## config.mk

```make
export PLATFORM = sky130hd
export DESIGN_NAME = axi_4_master_controller
export DESIGN_NICKNAME = d
export VERILOG_FILES = /design/src/rtl/axi_4_master_controller.sv
export SDC_FILE = /design/constraint.sdc
export NUM_CORES = 1
export LEC_CHECK = 0
export ABC_AREA = 0
export BUFFER_PORTS_ARGS = -buffer_cell sky130_fd_sc_hd__buf_2
export CAP_MARGIN = 20
export CORE_AREA = 2 2 108 110
export CTS_BUF_LIST = sky130_fd_sc_hd__clkbuf_16
export DETAILED_ROUTE_END_ITERATION = 10
export DIE_AREA = 0 0 110 112
export GPL_TIMING_DRIVEN = 0
export PLACE_DENSITY_LB_ADDON = 0.08
export SETUP_SLACK_MARGIN = 0.4
export SYNTH_ARGS = -nofsm -noshare
export SYNTH_HDL_FRONTEND = slang
export SYNTH_SLANG_ARGS = --single-unit
```

## constraint.sdc

```tcl
create_clock -name clk -period 2.1 [get_ports clk]
set_input_delay 0.105 -clock clk [delete_from_list [all_inputs] [get_ports clk]]
set_output_delay 0.105 -clock clk [all_outputs]
set_load 0.02 [all_outputs]
```

## src/rtl/axi_4_master_controller.sv

```systemverilog
// axi_4_master_controller
// Turns single VLSU load/store burst requests into AXI4 INCR bursts.
// Reads use AR then R; writes use AW with W running alongside, then B.
// The block counts beats, drives WLAST, checks that RLAST lines up with the
// last beat, and returns done/error pulses to the VLSU.
//
// Ports
//   clk, reset                    clock, synchronous active-high reset
//   ld_req, st_req                VLSU requests (ld_req wins), sampled in IDLE
//   req_addr, req_len             burst start address, beats minus 1
//   st_wdata, st_wdata_valid      store beat from VLSU
//   st_wdata_pop                  store beat taken by the slave
//   ld_data, ld_data_valid/ready  load beat to VLSU
//   ld_done, st_done, resp_err    completion pulses, error qualifier
//   busy                          controller not in IDLE
//   m_ar*/s_arready, s_r*/m_rready                 AXI read channels
//   m_aw*/s_awready, m_w*/s_wready, s_b*/m_bready  AXI write channels
//
// state          | meaning
// S_IDLE         | waiting for ld_req / st_req
// S_RD_ADDR      | AR valid, waiting for s_arready
// S_RD_DATA      | accepting R beats until the latched length is reached
// S_WR_ADDR_DATA | AW valid; W beats flow in parallel
// S_WR_DATA      | AW accepted, remaining W beats
// S_WR_RESP      | waiting for the B response
module axi_4_master_controller #(
   parameter int ADDR_WIDTH = 32,
   parameter int DATA_WIDTH = 32,
   parameter int LEN_WIDTH  = 8
) (
   input  logic                  clk,
   input  logic                  reset,
   input  logic                  ld_req,
   input  logic                  st_req,
   input  logic [ADDR_WIDTH-1:0] req_addr,
   input  logic [LEN_WIDTH-1:0]  req_len,
   input  logic [DATA_WIDTH-1:0] st_wdata,
   input  logic                  st_wdata_valid,
   output logic                  st_wdata_pop,
   output logic [DATA_WIDTH-1:0] ld_data,
   output logic                  ld_data_valid,
   input  logic                  ld_data_ready,
   output logic                  ld_done,
   output logic                  st_done,
   output logic                  resp_err,
   output logic                  busy,
   output logic [ADDR_WIDTH-1:0] m_araddr,
   output logic [LEN_WIDTH-1:0]  m_arlen,
   output logic                  m_arvalid,
   input  logic                  s_arready,
   input  logic [DATA_WIDTH-1:0] s_rdata,
   input  logic [1:0]            s_rresp,
   input  logic                  s_rlast,
   input  logic                  s_rvalid,
   output logic                  m_rready,
   output logic [ADDR_WIDTH-1:0] m_awaddr,
   output logic [LEN_WIDTH-1:0]  m_awlen,
   output logic                  m_awvalid,
   input  logic                  s_awready,
   output logic [DATA_WIDTH-1:0] m_wdata,
   output logic                  m_wlast,
   output logic                  m_wvalid,
   input  logic                  s_wready,
   input  logic [1:0]            s_bresp,
   input  logic                  s_bvalid,
   output logic                  m_bready
);

   typedef enum logic [2:0] {
      S_IDLE,
      S_RD_ADDR,
      S_RD_DATA,
      S_WR_ADDR_DATA,
      S_WR_DATA,
      S_WR_RESP
   } state_t;

   state_t                r_state;
   logic [ADDR_WIDTH-1:0] r_addr;
   logic [LEN_WIDTH-1:0]  r_len;
   logic [LEN_WIDTH-1:0]  r_cnt;
   logic                  r_err;
   logic                  r_w_done;

   logic w_final;
   logic w_w_phase;
   logic w_r_hs;
   logic w_r_bad;
   logic w_aw_hs;
   logic w_w_last;

   assign w_final   = (r_cnt == r_len);
   // W may run while AW is pending, but goes quiet once the last beat is taken
   assign w_w_phase = ((r_state == S_WR_ADDR_DATA) && !r_w_done) || (r_state == S_WR_DATA);

   assign m_araddr  = r_addr;
   assign m_arlen   = r_len;
   assign m_awaddr  = r_addr;
   assign m_awlen   = r_len;
   assign m_arvalid = (r_state == S_RD_ADDR);
   assign m_awvalid = (r_state == S_WR_ADDR_DATA);
   assign m_bready  = (r_state == S_WR_RESP);
   assign busy      = (r_state != S_IDLE);

   assign m_rready      = (r_state == S_RD_DATA) && ld_data_ready;
   assign ld_data       = s_rdata;
   assign ld_data_valid = (r_state == S_RD_DATA) && s_rvalid;
   assign w_r_hs        = s_rvalid && m_rready;
   // an early or missing RLAST is an error, but the beat count still decides the end
   assign w_r_bad       = (s_rlast != w_final) || (s_rresp != 2'b00);
   assign ld_done       = w_r_hs && w_final;

   assign m_wvalid     = w_w_phase && st_wdata_valid;
   assign m_wdata      = st_wdata;
   assign m_wlast      = w_w_phase && w_final;
   assign st_wdata_pop = m_wvalid && s_wready;
   assign w_w_last     = st_wdata_pop && w_final;
   assign w_aw_hs      = m_awvalid && s_awready;

   assign st_done  = m_bready && s_bvalid;
   assign resp_err = (ld_done && (r_err || w_r_bad)) ||
                     (st_done && (r_err || (s_bresp != 2'b00)));

   always_ff @(posedge clk) begin
      if (reset) begin
         r_state  <= S_IDLE;
         r_addr   <= '0;
         r_len    <= '0;
         r_cnt    <= '0;
         r_err    <= 1'b0;
         r_w_done <= 1'b0;
      end else begin
         case (r_state)
            S_IDLE: begin
               if (ld_req || st_req) begin
                  r_addr   <= req_addr;
                  r_len    <= req_len;
                  r_cnt    <= '0;
                  r_err    <= 1'b0;
                  r_w_done <= 1'b0;
                  r_state  <= ld_req ? S_RD_ADDR : S_WR_ADDR_DATA;
               end
            end
            S_RD_ADDR: begin
               if (s_arready) r_state <= S_RD_DATA;
            end
            S_RD_DATA: begin
               if (w_r_hs) begin
                  r_cnt <= r_cnt + LEN_WIDTH'(1);
                  if (w_r_bad) r_err <= 1'b1;
                  if (w_final) r_state <= S_IDLE;
               end
            end
            S_WR_ADDR_DATA: begin
               if (st_wdata_pop) r_cnt <= r_cnt + LEN_WIDTH'(1);
               if (w_aw_hs) begin
                  r_state <= (r_w_done || w_w_last) ? S_WR_RESP : S_WR_DATA;
               end else if (w_w_last) begin
                  r_w_done <= 1'b1;
               end
            end
            S_WR_DATA: begin
               if (st_wdata_pop) r_cnt <= r_cnt + LEN_WIDTH'(1);
               if (w_w_last) r_state <= S_WR_RESP;
            end
            S_WR_RESP: begin
               if (s_bvalid) r_state <= S_IDLE;
            end
            default: r_state <= S_IDLE;
         endcase
      end
   end

endmodule
```

-- Yosys cells after proc, flatten, opt, wreduce, memory -nomap -nowiden
Index checks and enable logic that the tools add are counted.
- register bits after elaboration: 53
- word-level logic and storage cells: 80
- add/sub/neg operators: 1
- equal/unequal tests: 18
- mux-type cells: 21
- reduce and logical (&&, ||, !) cells: 34
- operator list (cell ; count):
    8-bit two-way mux ; 3
    8-bit one-hot mux with 3 select lines ; 1
    3-bit two-way mux ; 7
    3-bit one-hot mux with 6 select lines ; 1
    2-bit != test (second input constant) ; 7
    1-bit logical AND ; 13
    4-bit AND reduction ; 3
    8-bit by 1-bit adder with 8-bit output (second input constant) ; 1
    8-bit == test ; 1
    2-bit by 1-bit != test with 1-bit output (second input constant) ; 4
    2-bit nonzero test ; 4
    1-bit logical OR ; 7
    7-bit AND reduction ; 1
    3-bit by 2-bit == test with 1-bit output (second input constant) ; 2
    3-bit == test (second input constant) ; 2
    1-bit two-way mux ; 6
    3-bit nonzero test ; 2
    1-bit one-hot mux with 2 select lines ; 2
    3-bit by 1-bit == test with 1-bit output (second input constant) ; 1
    3-bit logical NOT ; 1
    2-bit two-way mux ; 1
    2-bit AND reduction ; 1
    2-bit OR reduction ; 1
    1-bit logical NOT ; 1
    1-bit != test ; 1

-- Depth between registers and ports, before layout
- depth in word-level cells: 10
- depth in mapped cells: 8
- depth with buffers taken out: 6

-- Worst setup path after synthesis
No wires, ideal clock.
- path type: register to output
- start point: reg r_len[6], in the netlist m_arlen[6]
- end point: out resp_err
- arrival: 1.975 ns
- setup slack: 0.020 ns
- cell stages (with the launch flop): 7
- path buffers: 1
- cells stage by stage: dfxtp_1 -> xnor2_1 -> nand2_1 -> or4_1 -> buf_2 -> nor2_1 -> a22o_1
- elaborated cells on any way between the ends: 7
- RTL lines (element ; RTL line ; RTL):
    from (decl) ; 80 ; logic [LEN_WIDTH-1:0] r_len;
    from (signal assigned) ; 137 ; r_len <= req_len;
    8-bit == test ; 92 ; assign w_final = (r_cnt == r_len);
    1-bit logical AND ; 111 ; assign ld_done = w_r_hs && w_final;
    via ld_done ; 43 ; output logic ld_done,
    1-bit logical AND ; 121 ; assign resp_err = (ld_done && (r_err || w_r_bad)) ||
    1-bit logical OR ; 121 ;
    to (decl) ; 45 ; output logic resp_err,
The timed path passes the listed nets, and every way through them passes these cells.

-- Final worst setup path
- start point: reg r_cnt[2]
- end point: out resp_err
- word-level cells in the longest chain between the ends: 6
- elaborated cells on any way between the ends: 7
- ends and longest elaborated chain (element ; RTL line ; RTL):
    from (decl) ; 81 ; logic [LEN_WIDTH-1:0] r_cnt;
    from (signal assigned) ; 149 ; r_cnt <= r_cnt + LEN_WIDTH'(1);
    from (signal assigned) ; 155 ; if (st_wdata_pop) r_cnt <= r_cnt + LEN_WIDTH'(1);
    from (signal assigned) ; 163 ; if (st_wdata_pop) r_cnt <= r_cnt + LEN_WIDTH'(1);
    8-bit == test (*) ; 92 ;
    1-bit != test ; 110 ; assign w_r_bad = (s_rlast != w_final) || (s_rresp != 2'b00);
    1-bit logical OR ; 110 ;
    1-bit logical OR ; 121 ;
    1-bit logical AND (*) ; 121 ;
    1-bit logical OR (*) ; 121 ;
Every way passes the cells marked *; elsewhere a longest branch is shown, timed or not.

==> metrics.md <==
| Metric | Value |
|---|---|
| Status | `finished clean` |
| Final-report setup violation count | `0` |
| Largest net degree at the start of global routing | `17` |
| Area growth syn-to-layout | `75.8%` |
| Post-layout util | `48.7%` |
| Num CTS Buffers | `5` |
| Post-Layout Inst Area | `5450 um^2` |
| Hold Fails Final Rpt | `0` |
| Max Cap Viol | `0` |
| Worst slew pin tran | `0.713 ns` |
| Worst slew margin | `52.5%` |
| Number of global-route vias before repair | `3064` |
| Reg2reg path depth | `9` |
| Most frequent cells in the layout | `buf_2 (212), buf_4 (121), nand2_1 (54)` |
| Synth Cell Area | `3100 um^2` |
| Gr usage total | `14.6%` |
| ANT cells | `0` |
| Routed WL | `10100 um` |
| Switch Pwr | `2.94 mW` |
| Final #Nets | `765` |
| Root buf cell | `clkbuf_16` |
| Clock share of power | `13.2%` |
| Filler cell count | `1137` |
| Max-slew violations | `0` |
| Critical path arrival | `1.88 ns` |
| Core footprint | `11200 um^2` |
| Post-synth EDFFs | `0` |
| Hold Crit Class | `in2reg` |
| HP Start | `req_addr[27]` |
| Clock tree buffer depth | `2` |
| Seq/Total Area, Yosys | `34.2%` |
| Pwr dens | `1230 nW/um^2` |
| Gr ovfl total | `0` |
| Startpoint types | `flip-flop` |
| Worst setup path end | `resp_err` |
| Sw frac | `43.8%` |
| Final Non-Filler Cells | `788` |
| CP max FO | `6` |
| Die area | `12300 um^2` |
| Maximum VDD drop | `570 uV` |
| Final ANT Viol Nets | `0` |
| Initial DRC Count | `63` |
| Internal power | `3.78 mW` |
| Syn_nets | `526` |
| Required time of the worst setup path | `2.00 ns` |
| Crit Reg-Reg Endpoint | `r_state[0]` |
| Die Y-Extent | `112 um` |
| Global-route wire length before repair | `14400 um` |
| Placed Instances | `759` |
| # IOs | `276` |
| Row cnt | `39` |
| Via Count | `3371` |
| Routed len/inst | `12.8 um` |
| Seq pwr share | `23.3%` |
| H-tree level count | `2` |
| # port buffers | `211` |
| DR pass1 iterations | `4` |
| Initial Util | `27.7%` |
| Crit path from | `r_cnt[2]` |
| Yosys cell types | `40` |
| Initial antenna violation count | `0` |
| Min Clock Period, post-route | `1.98 ns` |
| Tcrit/Tclk final | `94.4%` |
| Total clock sinks | `53` |
| CTS tree | `done` |
| Final Skew | `0.00678 ns` |
| Gp weighted congestion | `0.818` |
| Post-synthesis register bit count | `53` |
| Pleak | `2.91 nW` |
| Area after DPL | `4370 um^2` |
| Avg Vias per Cell | `4.28` |
| Hold-fix buffers, CTS | `0` |
| Synthesized area per cell | `7.65 um^2` |
| HPWL after DPL | `7480 um` |
| Setup TNS | `0 ns` |
| Commonest non-fill, non-tap cell in the layout | `buf_2` |
| Die width | `110 um` |
| Unrepaired setup endpoints after global routing | `yes` |
| Synth Flop Type | `dfxtp_1` |
| Combinational share of power | `63.4%` |
| Clk slew on worst S/H paths | `0.07 ns` |
| Clock insertion delay at the later pin of the skew report | `0.29 ns` |
| Gate Count Post-Synth | `405` |
| Asr flop ratio synth | `0%` |
| Syn. warnings | `0` |
| Critical path class | `reg2out` |
| Worst Setup End Kind | `output pin` |
| R2R setup slack | `0.17 ns` |
| FF-to-FF Start | `r_cnt[2]` |
| Hold depth | `3` |
| Post-route DRC | `0` |
| Peak Freq | `0.505 GHz` |
| Layout cell share with drive strength beyond 1 | `74.6%` |
-- stage by stage --
stage / setup slack (ns) / total power, mW / hold slack [ns]
after CTS: 0.126 / 5.57 / 0.0415
after detailed placement: 0.170 / 4.42 / 0.345
final: 0.119 / 6.72 / 0.0578
after floorplan: 0.400 / 3.52 / 0.231
after global placement: 0.192 / 4.41 / 0.338
after global routing: 0.0498 / 7.14 / 0.0543
-- flip-flops by register name (all words and copies together) (netlist names) --
signal / cells
r_cnt: 8
r_state: 3
m_arlen: 8
r_err: 1
m_araddr: 32
r_w_done: 1
-- critical path, cell delays in order, from the launching register on --
cell and delay, ns:
dfxtp_2 0.41, xnor2_2 0.13, nand2_1 0.11, or4_4 0.49, buf_6 0.14, nor2_4 0.09
a22o_4 0.12, buf_6 0.11
-- area by class of cell --
class                   count  area [um^2]  area share [%]
plain buffers             123          985            18.1
repair buffers            232         1310            24.1
inverters                   2         7.51           0.138
flip-flops and latches     53         1100            20.2
clock inverters             2         10.0           0.184
well taps                 143          179            3.29
clock buffers               6          150            2.76
multi-input cells         227         1700            31.3
-- synth_stat cells, types with 2 or more instances --
library cell | count | area share [%]
a21oi_1 | 52 | 8.4
and2_1 | 3 | 0.61
and3_1 | 2 | 0.40
buf_2 | 6 | 0.97
buf_4 | 105 | 25
buf_6 | 2 | 0.73
clkbuf_1 | 9 | 1.1
dfxtp_1 | 53 | 34
inv_1 | 2 | 0.24
mux2i_1 | 2 | 0.65
nand2_1 | 94 | 11
nand2b_1 | 3 | 0.61
nand3_1 | 6 | 0.97
nor2_1 | 15 | 1.8
nor2b_1 | 2 | 0.40
nor3_1 | 5 | 0.81
o21ai_0 | 7 | 1.1
o21ai_1 | 2 | 0.32
or3_1 | 6 | 1.2
xnor2_1 | 9 | 2.5
-- routing by layer --
| layer | track usage (%) | vias to the layer above | share of wire [%] |
|---|---|---|---|
| met5 | 0 | - | 0 |
| met1 | 17.8 | 1533 | 40 |
| li1 | - | 1694 | - |
| met3 | 3.57 | 6 | 7.6 |
| met4 | 2.87 | 0 | 0.81 |
| met2 | 25.8 | 138 | 52 |
-- cell families after synthesis --
kind of cell    count (synthesis)  share of synthesized area [%]
mux                             3                           1.01
fa+ha+maj                       1                          0.404
xor+xnor                       10                           2.83
flops                          53                           34.2
compound gates                 71                           12.8
buf+inv                       125                           28.9
simple gates                  142                           19.9
-- power by group through the flow --
stage	clock network (mW)	registers [mW]	logic, mW
2_1_floorplan	0	1.70	1.83
3_3_place_gp	0	1.50	2.91
3_5_place_dp	0	1.51	2.92
4_1_cts	0.920	1.48	3.17
5_1_grt	0.949	1.61	4.58
6_report	0.890	1.57	4.26
-- timing repair --
action | in CTS | in global routing
setup endpoints to repair | 54 | 51
gates cloned | 0 | 6
buffers inserted | 7 | 8
gates resized for setup | 39 | 149
pin swaps | 11 | 77
-- worst min path at each step --
stage,endpoint
floorplan,m_arlen[4]
global placement,m_arlen[5]
detailed placement,m_arlen[5]
CTS,m_arlen[5]
global route,m_arlen[2]
finish,m_araddr[27]
No activity file was read; power rests on OpenSTA's default activity.
